$ cat config.mk
export PLATFORM = sky130hd
export DESIGN_NAME = tinycore_mem_resp
export DESIGN_NICKNAME = d
export VERILOG_FILES = /design/src/rtl/tinycore_pkg.sv /design/src/rtl/tinycore_fifo.sv /design/src/rtl/tinycore_mem_resp.sv
export SDC_FILE = /design/constraint.sdc
export NUM_CORES = 2
export LEC_CHECK = 0
export BUFFER_PORTS_ARGS = -buffer_cell sky130_fd_sc_hd__buf_2
export CAP_MARGIN = 10
export CORE_MARGIN = 5
export CORE_UTILIZATION = 42
export CTS_CLUSTER_DIAMETER = 120
export DETAILED_ROUTE_END_ITERATION = 7
export PLACE_DENSITY = 0.56
export SETUP_SLACK_MARGIN = 0.5
export SYNTH_ARGS = -nofsm -noshare
export SYNTH_HDL_FRONTEND = slang
export SYNTH_SLANG_ARGS = --single-unit
$ cat constraint.sdc
create_clock -name clk -period 7 [get_ports clk]
set_input_delay 1.05 -clock clk [delete_from_list [all_inputs] [get_ports clk]]
set_output_delay 1.05 -clock clk [all_outputs]
set_load 0.01 [all_outputs]
$ cat src/rtl/tinycore_pkg.sv
// Shared constants and helpers for the tinycore memory/response block:
// register map, STATUS bit positions and the address decoder.
package tinycore_pkg;

   localparam logic [7:0] RAM_TOP     = 8'hEF;
   localparam logic [7:0] ADDR_STATUS = 8'hF0;
   localparam logic [7:0] ADDR_TXDATA = 8'hF1;
   localparam logic [7:0] ADDR_TCOUNT = 8'hF2;
   localparam logic [7:0] ADDR_TCMP   = 8'hF3;
   localparam int         RAM_BYTES   = 240;

   localparam int ST_FULL   = 0;
   localparam int ST_EMPTY  = 1;
   localparam int ST_TFLAG  = 2;
   localparam int ST_CNT_LO = 3;
   localparam int ST_CNT_HI = 5;
   localparam int ST_OVF    = 7;

   typedef enum logic [2:0] {
      REG_RAM,
      REG_STATUS,
      REG_TXDATA,
      REG_TCOUNT,
      REG_TCMP,
      REG_RSVD
   } region_t;

   function automatic region_t decode(input logic [7:0] a);
      region_t r;
      r = REG_RSVD;
      if (a <= RAM_TOP) begin
         r = REG_RAM;
      end else begin
         case (a)
            ADDR_STATUS: r = REG_STATUS;
            ADDR_TXDATA: r = REG_TXDATA;
            ADDR_TCOUNT: r = REG_TCOUNT;
            ADDR_TCMP:   r = REG_TCMP;
            default:     r = REG_RSVD;
         endcase
      end
      return r;
   endfunction

   function automatic logic [7:0] status_pack(
      input logic       full,
      input logic       empty,
      input logic       tflag,
      input logic [2:0] cnt,
      input logic       ovf
   );
      logic [7:0] s;
      s = '0;
      s[ST_FULL]             = full;
      s[ST_EMPTY]            = empty;
      s[ST_TFLAG]            = tflag;
      s[ST_CNT_HI:ST_CNT_LO] = cnt;
      s[ST_OVF]              = ovf;
      return s;
   endfunction

endpackage

$ cat src/rtl/tinycore_fifo.sv
// Small synchronous FIFO: registered count, no fall-through, head data
// forced to zero while empty so the output is clean straight out of reset.
module tinycore_fifo
   import tinycore_pkg::*;
#(
   parameter int DATA_SZ = 8,
   parameter int DEPTH   = 4,
   parameter int CNT_W   = $clog2(DEPTH + 1)
) (
   input  logic               clk,
   input  logic               rst,
   input  logic               push,
   input  logic               pop,
   input  logic [DATA_SZ-1:0] push_data,
   output logic [DATA_SZ-1:0] head,
   output logic               full,
   output logic               empty,
   output logic [CNT_W-1:0]   count
);

   localparam int                PTR_W    = (DEPTH > 1) ? $clog2(DEPTH) : 1;
   localparam logic [PTR_W-1:0]  PTR_LAST = PTR_W'(DEPTH - 1);

   logic [DATA_SZ-1:0] mem [DEPTH];
   logic [PTR_W-1:0]   wr_ptr_reg;
   logic [PTR_W-1:0]   rd_ptr_reg;
   logic [CNT_W-1:0]   count_reg;
   logic               do_push;
   logic               do_pop;

   assign empty = (count_reg == '0);
   assign full  = (count_reg == CNT_W'(DEPTH));
   assign count = count_reg;
   assign head  = empty ? '0 : mem[rd_ptr_reg];

   // A push into a full FIFO is still accepted when the head leaves in the same cycle.
   assign do_pop  = pop && !empty;
   assign do_push = push && (!full || do_pop);

   always_ff @(posedge clk) begin
      if (do_push) begin
         mem[wr_ptr_reg] <= push_data;
      end
   end

   always_ff @(posedge clk) begin
      if (rst) begin
         wr_ptr_reg <= '0;
         rd_ptr_reg <= '0;
         count_reg  <= '0;
      end else begin
         if (do_push) begin
            wr_ptr_reg <= (wr_ptr_reg == PTR_LAST) ? '0 : wr_ptr_reg + PTR_W'(1);
         end
         if (do_pop) begin
            rd_ptr_reg <= (rd_ptr_reg == PTR_LAST) ? '0 : rd_ptr_reg + PTR_W'(1);
         end
         case ({do_push, do_pop})
            2'b10:   count_reg <= count_reg + CNT_W'(1);
            2'b01:   count_reg <= count_reg - CNT_W'(1);
            default: count_reg <= count_reg;
         endcase
      end
   end

endmodule

$ cat src/rtl/tinycore_mem_resp.sv
// Core-side memory responder: 240-byte RAM, STATUS/TXDATA/TCOUNT/TCMP
// registers, an output byte FIFO and a compare-match interval timer.
module tinycore_mem_resp
   import tinycore_pkg::*;
#(
   parameter int ADDR_SZ    = 8,
   parameter int DATA_SZ    = 8,
   parameter int FIFO_DEPTH = 4
) (
   input  logic               clk,
   input  logic               rst,
   input  logic [ADDR_SZ-1:0] addr,
   input  logic [DATA_SZ-1:0] data_i,
   input  logic               we,
   output logic [DATA_SZ-1:0] data_o,
   output logic [DATA_SZ-1:0] out_data,
   output logic               out_valid,
   input  logic               out_ready
);

   localparam int CNT_W = $clog2(FIFO_DEPTH + 1);

   logic [7:0]         addr_lo;
   logic               in_page;
   region_t            region;
   logic [7:0]         ram_idx;

   logic               wr_ram;
   logic               wr_status;
   logic               wr_tx;
   logic               wr_tcount;
   logic               wr_tcmp;

   logic               fifo_push;
   logic               fifo_full;
   logic               fifo_empty;
   logic [CNT_W-1:0]   fifo_count;
   logic               pop_now;
   logic [7:0]         status_now;

   logic [DATA_SZ-1:0] ram [RAM_BYTES];
   logic [DATA_SZ-1:0] ram_rd_reg;
   logic               sel_ram_reg;
   logic [DATA_SZ-1:0] reg_rd_reg;
   logic [DATA_SZ-1:0] reg_rd_next;

   logic [DATA_SZ-1:0] tcount_reg;
   logic [DATA_SZ-1:0] tcount_next;
   logic [DATA_SZ-1:0] tcmp_reg;
   logic               timer_flag_reg;
   logic               timer_flag_next;
   logic               timer_wrap;
   logic               overflow_reg;
   logic               overflow_next;
   logic               overflow_set;

   assign addr_lo = addr[7:0];

   // Anything above the 8-bit page aliases to reserved space.
   generate
      if (ADDR_SZ > 8) begin : g_hi_addr
         assign in_page = (addr[ADDR_SZ-1:8] == '0);
      end else begin : g_no_hi_addr
         assign in_page = 1'b1;
      end
   endgenerate

   always_comb begin
      region = REG_RSVD;
      if (in_page) begin
         region = decode(addr_lo);
      end
   end

   assign ram_idx   = (region == REG_RAM) ? addr_lo : 8'd0;
   assign wr_ram    = we && (region == REG_RAM);
   assign wr_status = we && (region == REG_STATUS);
   assign wr_tx     = we && (region == REG_TXDATA);
   assign wr_tcount = we && (region == REG_TCOUNT);
   assign wr_tcmp   = we && (region == REG_TCMP);

   assign fifo_push = wr_tx && !rst;
   assign pop_now   = out_ready && !fifo_empty;
   assign out_valid = !fifo_empty;

   tinycore_fifo #(
      .DATA_SZ (DATA_SZ),
      .DEPTH   (FIFO_DEPTH),
      .CNT_W   (CNT_W)
   ) u_fifo (
      .clk       (clk),
      .rst       (rst),
      .push      (fifo_push),
      .pop       (out_ready),
      .push_data (data_i),
      .head      (out_data),
      .full      (fifo_full),
      .empty     (fifo_empty),
      .count     (fifo_count)
   );

   assign status_now = status_pack(fifo_full, fifo_empty, timer_flag_reg,
                                   3'(fifo_count), overflow_reg);

   // RAM has no reset; registered read returns the pre-write byte on a collision.
   always_ff @(posedge clk) begin
      if (wr_ram) begin
         ram[ram_idx] <= data_i;
      end
      ram_rd_reg <= ram[ram_idx];
   end

   always_comb begin
      reg_rd_next = '0;
      case (region)
         REG_STATUS: reg_rd_next = DATA_SZ'(status_now);
         REG_TCOUNT: reg_rd_next = tcount_reg;
         REG_TCMP:   reg_rd_next = tcmp_reg;
         default:    reg_rd_next = '0;
      endcase
   end

   // A TCOUNT write overrides the whole wrap event, flag included.
   assign timer_wrap = (tcmp_reg != '0) && (tcount_reg == tcmp_reg) && !wr_tcount;

   always_comb begin
      tcount_next = tcount_reg + DATA_SZ'(1);
      if (wr_tcount) begin
         tcount_next = data_i;
      end else if ((tcmp_reg == '0) || timer_wrap) begin
         tcount_next = '0;
      end
   end

   // Sticky flags: a set event in the same cycle beats a software clear.
   assign timer_flag_next = timer_wrap ||
                            (timer_flag_reg && !(wr_status && data_i[ST_TFLAG]));
   assign overflow_set    = wr_tx && fifo_full && !pop_now;
   assign overflow_next   = overflow_set ||
                            (overflow_reg && !(wr_status && data_i[ST_OVF]));

   always_ff @(posedge clk) begin
      if (rst) begin
         sel_ram_reg    <= 1'b0;
         reg_rd_reg     <= '0;
         tcount_reg     <= '0;
         tcmp_reg       <= '0;
         timer_flag_reg <= 1'b0;
         overflow_reg   <= 1'b0;
      end else begin
         sel_ram_reg    <= (region == REG_RAM);
         reg_rd_reg     <= reg_rd_next;
         tcount_reg     <= tcount_next;
         timer_flag_reg <= timer_flag_next;
         overflow_reg   <= overflow_next;
         if (wr_tcmp) begin
            tcmp_reg <= data_i;
         end
      end
   end

   assign data_o = sel_ram_reg ? ram_rd_reg : reg_rd_reg;

endmodule

Word-level counts from Yosys, hierarchy flattened
Memories as Yosys holds them, arrays and structs flattened. A register that Yosys moved wholly into a read port is not among the register bits.
Index checks and enable logic that the tools add are counted.
{"block": "totals", "ff_bits": 34, "ram_bits": 1952, "input_bits": 20, "elab_cells": 80, "mem_count": 2}
{"name": "ram", "depth": 240, "word_bits": 8, "rd": 1, "rd_clocked_by_memory_dff": 1, "write_ports": 1, "line": "tinycore_mem_resp.sv:41", "rtl": "logic [DATA_SZ-1:0] ram [RAM_BYTES];"}
{"name": "u_fifo.mem", "depth": 4, "word_bits": 8, "rd": 1, "rd_clocked_by_memory_dff": 1, "write_ports": 1, "line": "tinycore_fifo.sv:24", "rtl": "logic [DATA_SZ-1:0] mem [DEPTH];"}
{"block": "op_classes", "addsub": 5, "magnitude_cmp": 1, "eq_ne": 14, "muxes": 17, "n_reduce_logical": 32}
{"cell": "$mux W8", "n": 5}
{"cell": "$eq A8 B8 Y1 const B", "n": 4}
{"cell": "$pmux W8 S3", "n": 1}
{"cell": "$logic_and A1 B1 Y1", "n": 16}
{"cell": "$pmux W3 S4", "n": 1}
{"cell": "$add A8 B1 Y8 const B", "n": 1}
{"cell": "$eq A8 B8 Y1", "n": 1}
{"cell": "$le A8 B8 Y1 const B", "n": 1}
{"cell": "$logic_not A8 Y1", "n": 1}
{"cell": "$mux W2", "n": 4}
{"cell": "$reduce_bool A8 Y1", "n": 1}
{"cell": "$logic_not A1 Y1", "n": 7}
{"cell": "$eq A2 B2 Y1 const B", "n": 3}
{"cell": "$eq A3 B2 Y1 const B", "n": 2}
{"cell": "$eq A3 B3 Y1 const B", "n": 2}
{"cell": "$logic_not A3 Y1", "n": 2}
{"cell": "$pmux W3 S2", "n": 1}
{"cell": "$add A2 B1 Y2 const B", "n": 2}
{"cell": "$logic_or A1 B1 Y1", "n": 4}
{"cell": "$mux W1", "n": 4}
{"cell": "$add A3 B1 Y3 const B", "n": 1}
{"cell": "$eq A3 B1 Y1 const B", "n": 1}
{"cell": "$mux W3", "n": 1}
{"cell": "$sub A3 B1 Y3 const B", "n": 1}
{"cell": "other kinds (2)", "n": 2}

Depth between registers and ports, before layout
{"block": "logic_depth", "depth_word": 10, "ltp_mapped": 18, "depth_no_buf": 12}

By module
A second synthesis with hierarchy kept.
{"block": "hier_totals", "cells_unflattened": 5099, "hier_area_um2": 77885.9}
{"mod": "tinycore_mem_resp", "instances": 1, "cells_per_inst": 4997, "area_per_inst_um2": 76186.8}
{"mod": "tinycore_fifo", "instances": 1, "cells_per_inst": 102, "area_per_inst_um2": 1699.1}

Least setup slack after synthesis
OpenSTA, ideal clock, no wires.
{"block": "synth_timing", "path_kind": "input to register", "start": "input port addr[0]", "end": "register u_fifo.count_reg[2] (netlist: u_fifo.count[2])", "setup_ns": 0.070, "t_arrival_ns": 3.912, "required_time_ns": 6.930, "setup_slack_ns": 3.018, "stages": 17, "path_cell_list": "buf_4 -> buf_4 -> buf_2 -> buf_2 -> buf_4 -> buf_2 -> buf_4 -> buf_2 -> o211ai_1 -> nor2_1 -> inv_1 -> ha_1 -> inv_1 -> fa_1 -> xor2_1 -> or3_1 -> a21oi_1"}
{"block": "synth_via", "elab_chain_cells": 9, "elab_cells_between_ends": 15, "cone_classes": "order compare: 1; eq/ne: 7; mux: 3; reduce/logical: 4"}
{"element": "start: declaration", "line": "tinycore_mem_resp.sv:12", "rtl": "input logic [ADDR_SZ-1:0] addr,"}
{"element": "branches (longest 2 deep; another with $le A8 B8 Y1)"}
{"element": "$mux W3 (*)", "line": "tinycore_pkg.sv:31", "rtl": "if (a <= RAM_TOP) begin"}
{"element": "$eq A3 B2 Y1 (*)", "line": "tinycore_mem_resp.sv:78", "rtl": "assign wr_tx = we && (region == REG_TXDATA);"}
{"element": "$logic_and A1 B1 Y1 (*)", "line": "tinycore_mem_resp.sv:78"}
{"element": "$logic_and A1 B1 Y1 (*)", "line": "tinycore_mem_resp.sv:82", "rtl": "assign fifo_push = wr_tx && !rst;"}
{"element": "$logic_and A1 B1 Y1 (*)", "line": "tinycore_fifo.sv:38", "rtl": "assign do_push = push && (!full || do_pop);"}
{"element": "$eq A2 B1 Y1 or $eq A2 B2 Y1 (tied branches)", "line": "tinycore_fifo.sv:58", "rtl": "case ({do_push, do_pop})"}
{"element": "$pmux W3 S2 or $reduce_bool A2 Y1 (tied branches)"}
{"element": "end signal: assignment", "line": "tinycore_fifo.sv:59", "rtl": "2'b10: count_reg <= count_reg + CNT_W'(1);"}
{"element": "end signal: assignment", "line": "tinycore_fifo.sv:60", "rtl": "2'b01: count_reg <= count_reg - CNT_W'(1);"}
{"element": "end signal: assignment", "line": "tinycore_fifo.sv:61", "rtl": "default: count_reg <= count_reg;"}
{"element": "end: declaration", "line": "tinycore_fifo.sv:27", "rtl": "logic [CNT_W-1:0] count_reg;"}
Mark *: on every way between the ends.
A chain may end at the register's enable or synchronous reset.

Final worst setup path
{"block": "layout_timing", "start": "input port addr[4]", "end": "register ram_rd_reg[4], read port of ram"}
{"block": "layout_via", "elab_chain_cells": 5, "elab_cells_between_ends": 9, "cone_classes": "order compare: 1; eq/ne: 4; mux: 3; reduce/logical: 1"}
{"element": "branches (longest 4 deep; another with $le A8 B8 Y1)"}
{"element": "$mux W8 (*)", "line": "tinycore_mem_resp.sv:75", "rtl": "assign ram_idx = (region == REG_RAM) ? addr_lo : 8'd0;"}
{"element": "end: declaration", "line": "tinycore_mem_resp.sv:42", "rtl": "logic [DATA_SZ-1:0] ram_rd_reg;"}
Marks and branches as above.

==> results.sh <==
export IMPL_status="finished, violations left"
export IMPL_violations="slew limit"
export IMPL_ys_ff_latch=1996
export IMPL_leakagePower_uw=0.0290
export IMPL_ctsResizeCount=0
export IMPL_syn_nets=5395
export IMPL_overflow=0
export IMPL_synth_enable_flop_cells=1952
export IMPL_drv_slew=2
export IMPL_top_regs="ram x1920, u_fifo.mem x32"
export IMPL_die_y_um=448
export IMPL_syn_to_final_growth_pct=12.6
export IMPL_crit_arrival_ns=5.41
export IMPL_synthArstFlopShare_pct=0
export IMPL_grt_pass1_vias=48059
export IMPL_vias=50528
export IMPL_dp_cells=7667
export IMPL_row_count=160
export IMPL_core_area_mm2=0.191
export IMPL_first_pass_iters=6
export IMPL_synthDistinctLibCells=80
export IMPL_muxShareOfSynthArea_pct=5.65
export IMPL_port_buffer_count=36
export IMPL_dr_first_iter_drc_count=6940
export IMPL_postLayoutCoreUtil_pct=47.6
export IMPL_post_route_drc_count=0
export IMPL_critPathKind="primary input to flop"
export IMPL_final_fill_count=16372
export IMPL_ys_warn_count=0
export IMPL_worst_pin_slew_ns=1.53
export IMPL_power_density_mw_per_mm2=283
export IMPL_worst_path_max_fanout=90
export IMPL_cts_sinks=1996
export IMPL_final_hold_violation_count=0
export IMPL_cts_buffers=204
export IMPL_grt_max_degree=177
export IMPL_grt_pass1_wl_mm=366
export IMPL_track_usage_pct=25.4
export IMPL_top_register="ram"
export IMPL_wl_per_cell_um=32.2
export IMPL_cap_viol_max_count=0
export IMPL_synthCells=5367
export IMPL_cts_buffer_depth=3
export IMPL_cp_end_kind="flop"
export IMPL_synthSimpleGateAreaFrac_pct=5.76
export IMPL_critPathLaunchType="primary input"
export IMPL_clock_skew_ns=0.0477
export IMPL_tns_ns=0
export IMPL_largest_reg_flops=1920
export IMPL_cp_data_required_time_ns=7.73
export IMPL_rsz0062_at_grt="no"
export IMPL_avgViaCountPerCell=6.26
export IMPL_cts_tree="yes"
export IMPL_gp_congestion=0.872
export IMPL_post_route_period_util_pct=66.9
export IMPL_r2r_start="ram[59][4]"
export IMPL_initial_core_util_pct=42.3
export IMPL_syn_mean_instance_area_um2=15.0
export IMPL_dieWidth_um=448
export IMPL_synth_compound_area_share_pct=11.9
export IMPL_drtAntennaViolNets=0
export IMPL_period_needed_ns=4.68
export IMPL_dp_hpwl_mm=151
export IMPL_fmax_mhz=214
export IMPL_crit_start="addr[4]"
export IMPL_slew_headroom_pct=-1.98
export IMPL_clk_latency_ns=0.85
export IMPL_synth_seq_area_share_pct=73.8
export IMPL_synth_xor_area_share_pct=0.174
export IMPL_synth_fa_ha_area_share_pct=0.133
export IMPL_cts_root_buf="clkbuf_16"
export IMPL_syn_area_mm2=0.0806
export IMPL_antenna_found_initial=10
export IMPL_pin_count=37
export IMPL_fin_cells=8068
export IMPL_final_layout_size_suffix_gt1_share_pct=13.4
export IMPL_ys_flop_type="edfxtp_1"
export IMPL_cts_setup_buffers=0
export IMPL_dieArea_mm2=0.201
export IMPL_worst_hold_startpoint="u_fifo.rd_ptr_reg[1]"
export IMPL_finalWirelength_mm=260
export IMPL_ir_drop_uv=269
export IMPL_htree_levels=4
export IMPL_finalNetCount=5400
export IMPL_synth_top_family_by_area="compound AO/OA/AOI/OAI gates"
export IMPL_min_path_type="flop to flop"
export IMPL_cts_clk_slew_worst_paths_ns=0.06
export IMPL_total_power_uw=25700
export IMPL_finalSetupViolations=0
export IMPL_cts_hold_buf=0
==> critical path, cell delays in order <==
cell and delay [ns]:
buf_2 0.41, and4_4 0.63, buf_12 0.48, nor3_4 0.10, buf_4 0.37, a22oi_1 0.25
o211a_1 0.17, o21ai_0 0.34, or3_1 0.50, or4_1 0.53, a2111o_1 0.42
==> where the power goes <==
part	switching (µW)	leakage [µW]	internal (µW)
sequential	31.7	0.0179	13100
combinational	1160	0.00786	396
clock	4740	0.00325	6200
total	5930	0.0290	19700
==> through the flow <==
stage	area (µm²)	setup WS [ns]	hold slack, ns
after floorplan	80600	3.02	0.447
after global placement	84000	1.55	0.465
after detailed placement	84000	1.51	0.478
after CTS	90700	2.39	0.488
after global routing	90700	2.34	0.526
final	90800	2.32	0.486
==> cell families (layout without fill, tap and decap cells) <==
logic type / count (synthesis) / after routing
simple gates: 1055 / 1055
xor+xnor: 16 / 16
buf+inv: 483 / 664
flops: 1996 / 1996
other cells: 0 / 9
compound gates: 1411 / 1411
fa+ha+maj: 8 / 8
mux: 398 / 398
==> final cells by class <==
| type | count | area [µm²] | area share, % |
|---|---|---|---|
| antenna | 9 | 22.5 | 0.0248 |
| tap | 2511 | 3140 | 3.46 |
| clock buffer | 264 | 5370 | 5.92 |
| timing repair buffer | 224 | 2010 | 2.21 |
| clock inverter | 118 | 1350 | 1.48 |
| sequential | 1996 | 59500 | 65.6 |
| inverter | 58 | 229 | 0.252 |
| multi-input combinational | 2888 | 19100 | 21.1 |
==> layout by cell type (no fill, tap or decap), drive strengths merged, types with 25 or more instances in the layout <==
master	instances
mux2i	209
clkbuf	272
nand2	164
a21oi	351
nand3	62
mux2	159
a222oi	75
edfxtp	1952
nand2b	25
nor2	581
a221oi	41
a22oi	84
a22o	56
nor3	49
or3	60
o22ai	72
o21ai	271
mux4	30
a211oi	43
a31oi	90
o221ai	114
clkinv	87
inv	63
and3	42
dfxtp	44
buf	216
a221o	45
==> layer usage <==
| metal | track usage (%) | up-vias | wire [µm] |
|---|---|---|---|
| met5 | 0 | - | 26 |
| met4 | 9.81 | 4 | 10500 |
| met3 | 5.86 | 468 | 26500 |
| met2 | 38.6 | 2915 | 117000 |
| met1 | 35.6 | 25847 | 105000 |
| li1 | - | 21294 | - |
==> worst paths after layout <==
| kind | end | slack, ns | cells past startpoint |
|---|---|---|---|
| min | u_fifo.rd_ptr_reg[1] | 0.49 | 2 |
| max | ram_rd_reg[4] | 2.32 | 11 |
| min reg2reg | u_fifo.rd_ptr_reg[1] | 0.49 | 2 |
| max reg2reg | ram_rd_reg[4] | 3.70 | 8 |
==> cell usage after synthesis (16+ instances only) <==
cell	number	area (µm²)
nand3_1	62	310
a221o_1	45	450
buf_2	170	851
buf_1	53	199
o22ai_1	72	450
o2bb2ai_1	17	149
clkbuf_1	183	687
buf_4	17	128
inv_1	57	214
a221oi_1	41	359
dfxtp_1	44	881
o221ai_1	114	998
nand2_1	164	616
and2_1	16	100
a211oi_1	43	323
a31oi_1	90	563
mux2i_1	209	2090
a21oi_1	351	1760
a22o_1	56	490
nor4_1	19	119
edfxtp_1	1952	58600
or3_1	60	375
nand2b_1	25	156
nor2_1	579	2170
mux2_2	159	1790
o211ai_1	24	180
o21ai_0	270	1350
a22oi_1	84	631
nor3_1	47	235
a222oi_1	75	751
mux4_2	30	676
and3_1	42	263
Power figures use the tool's default switching activity.
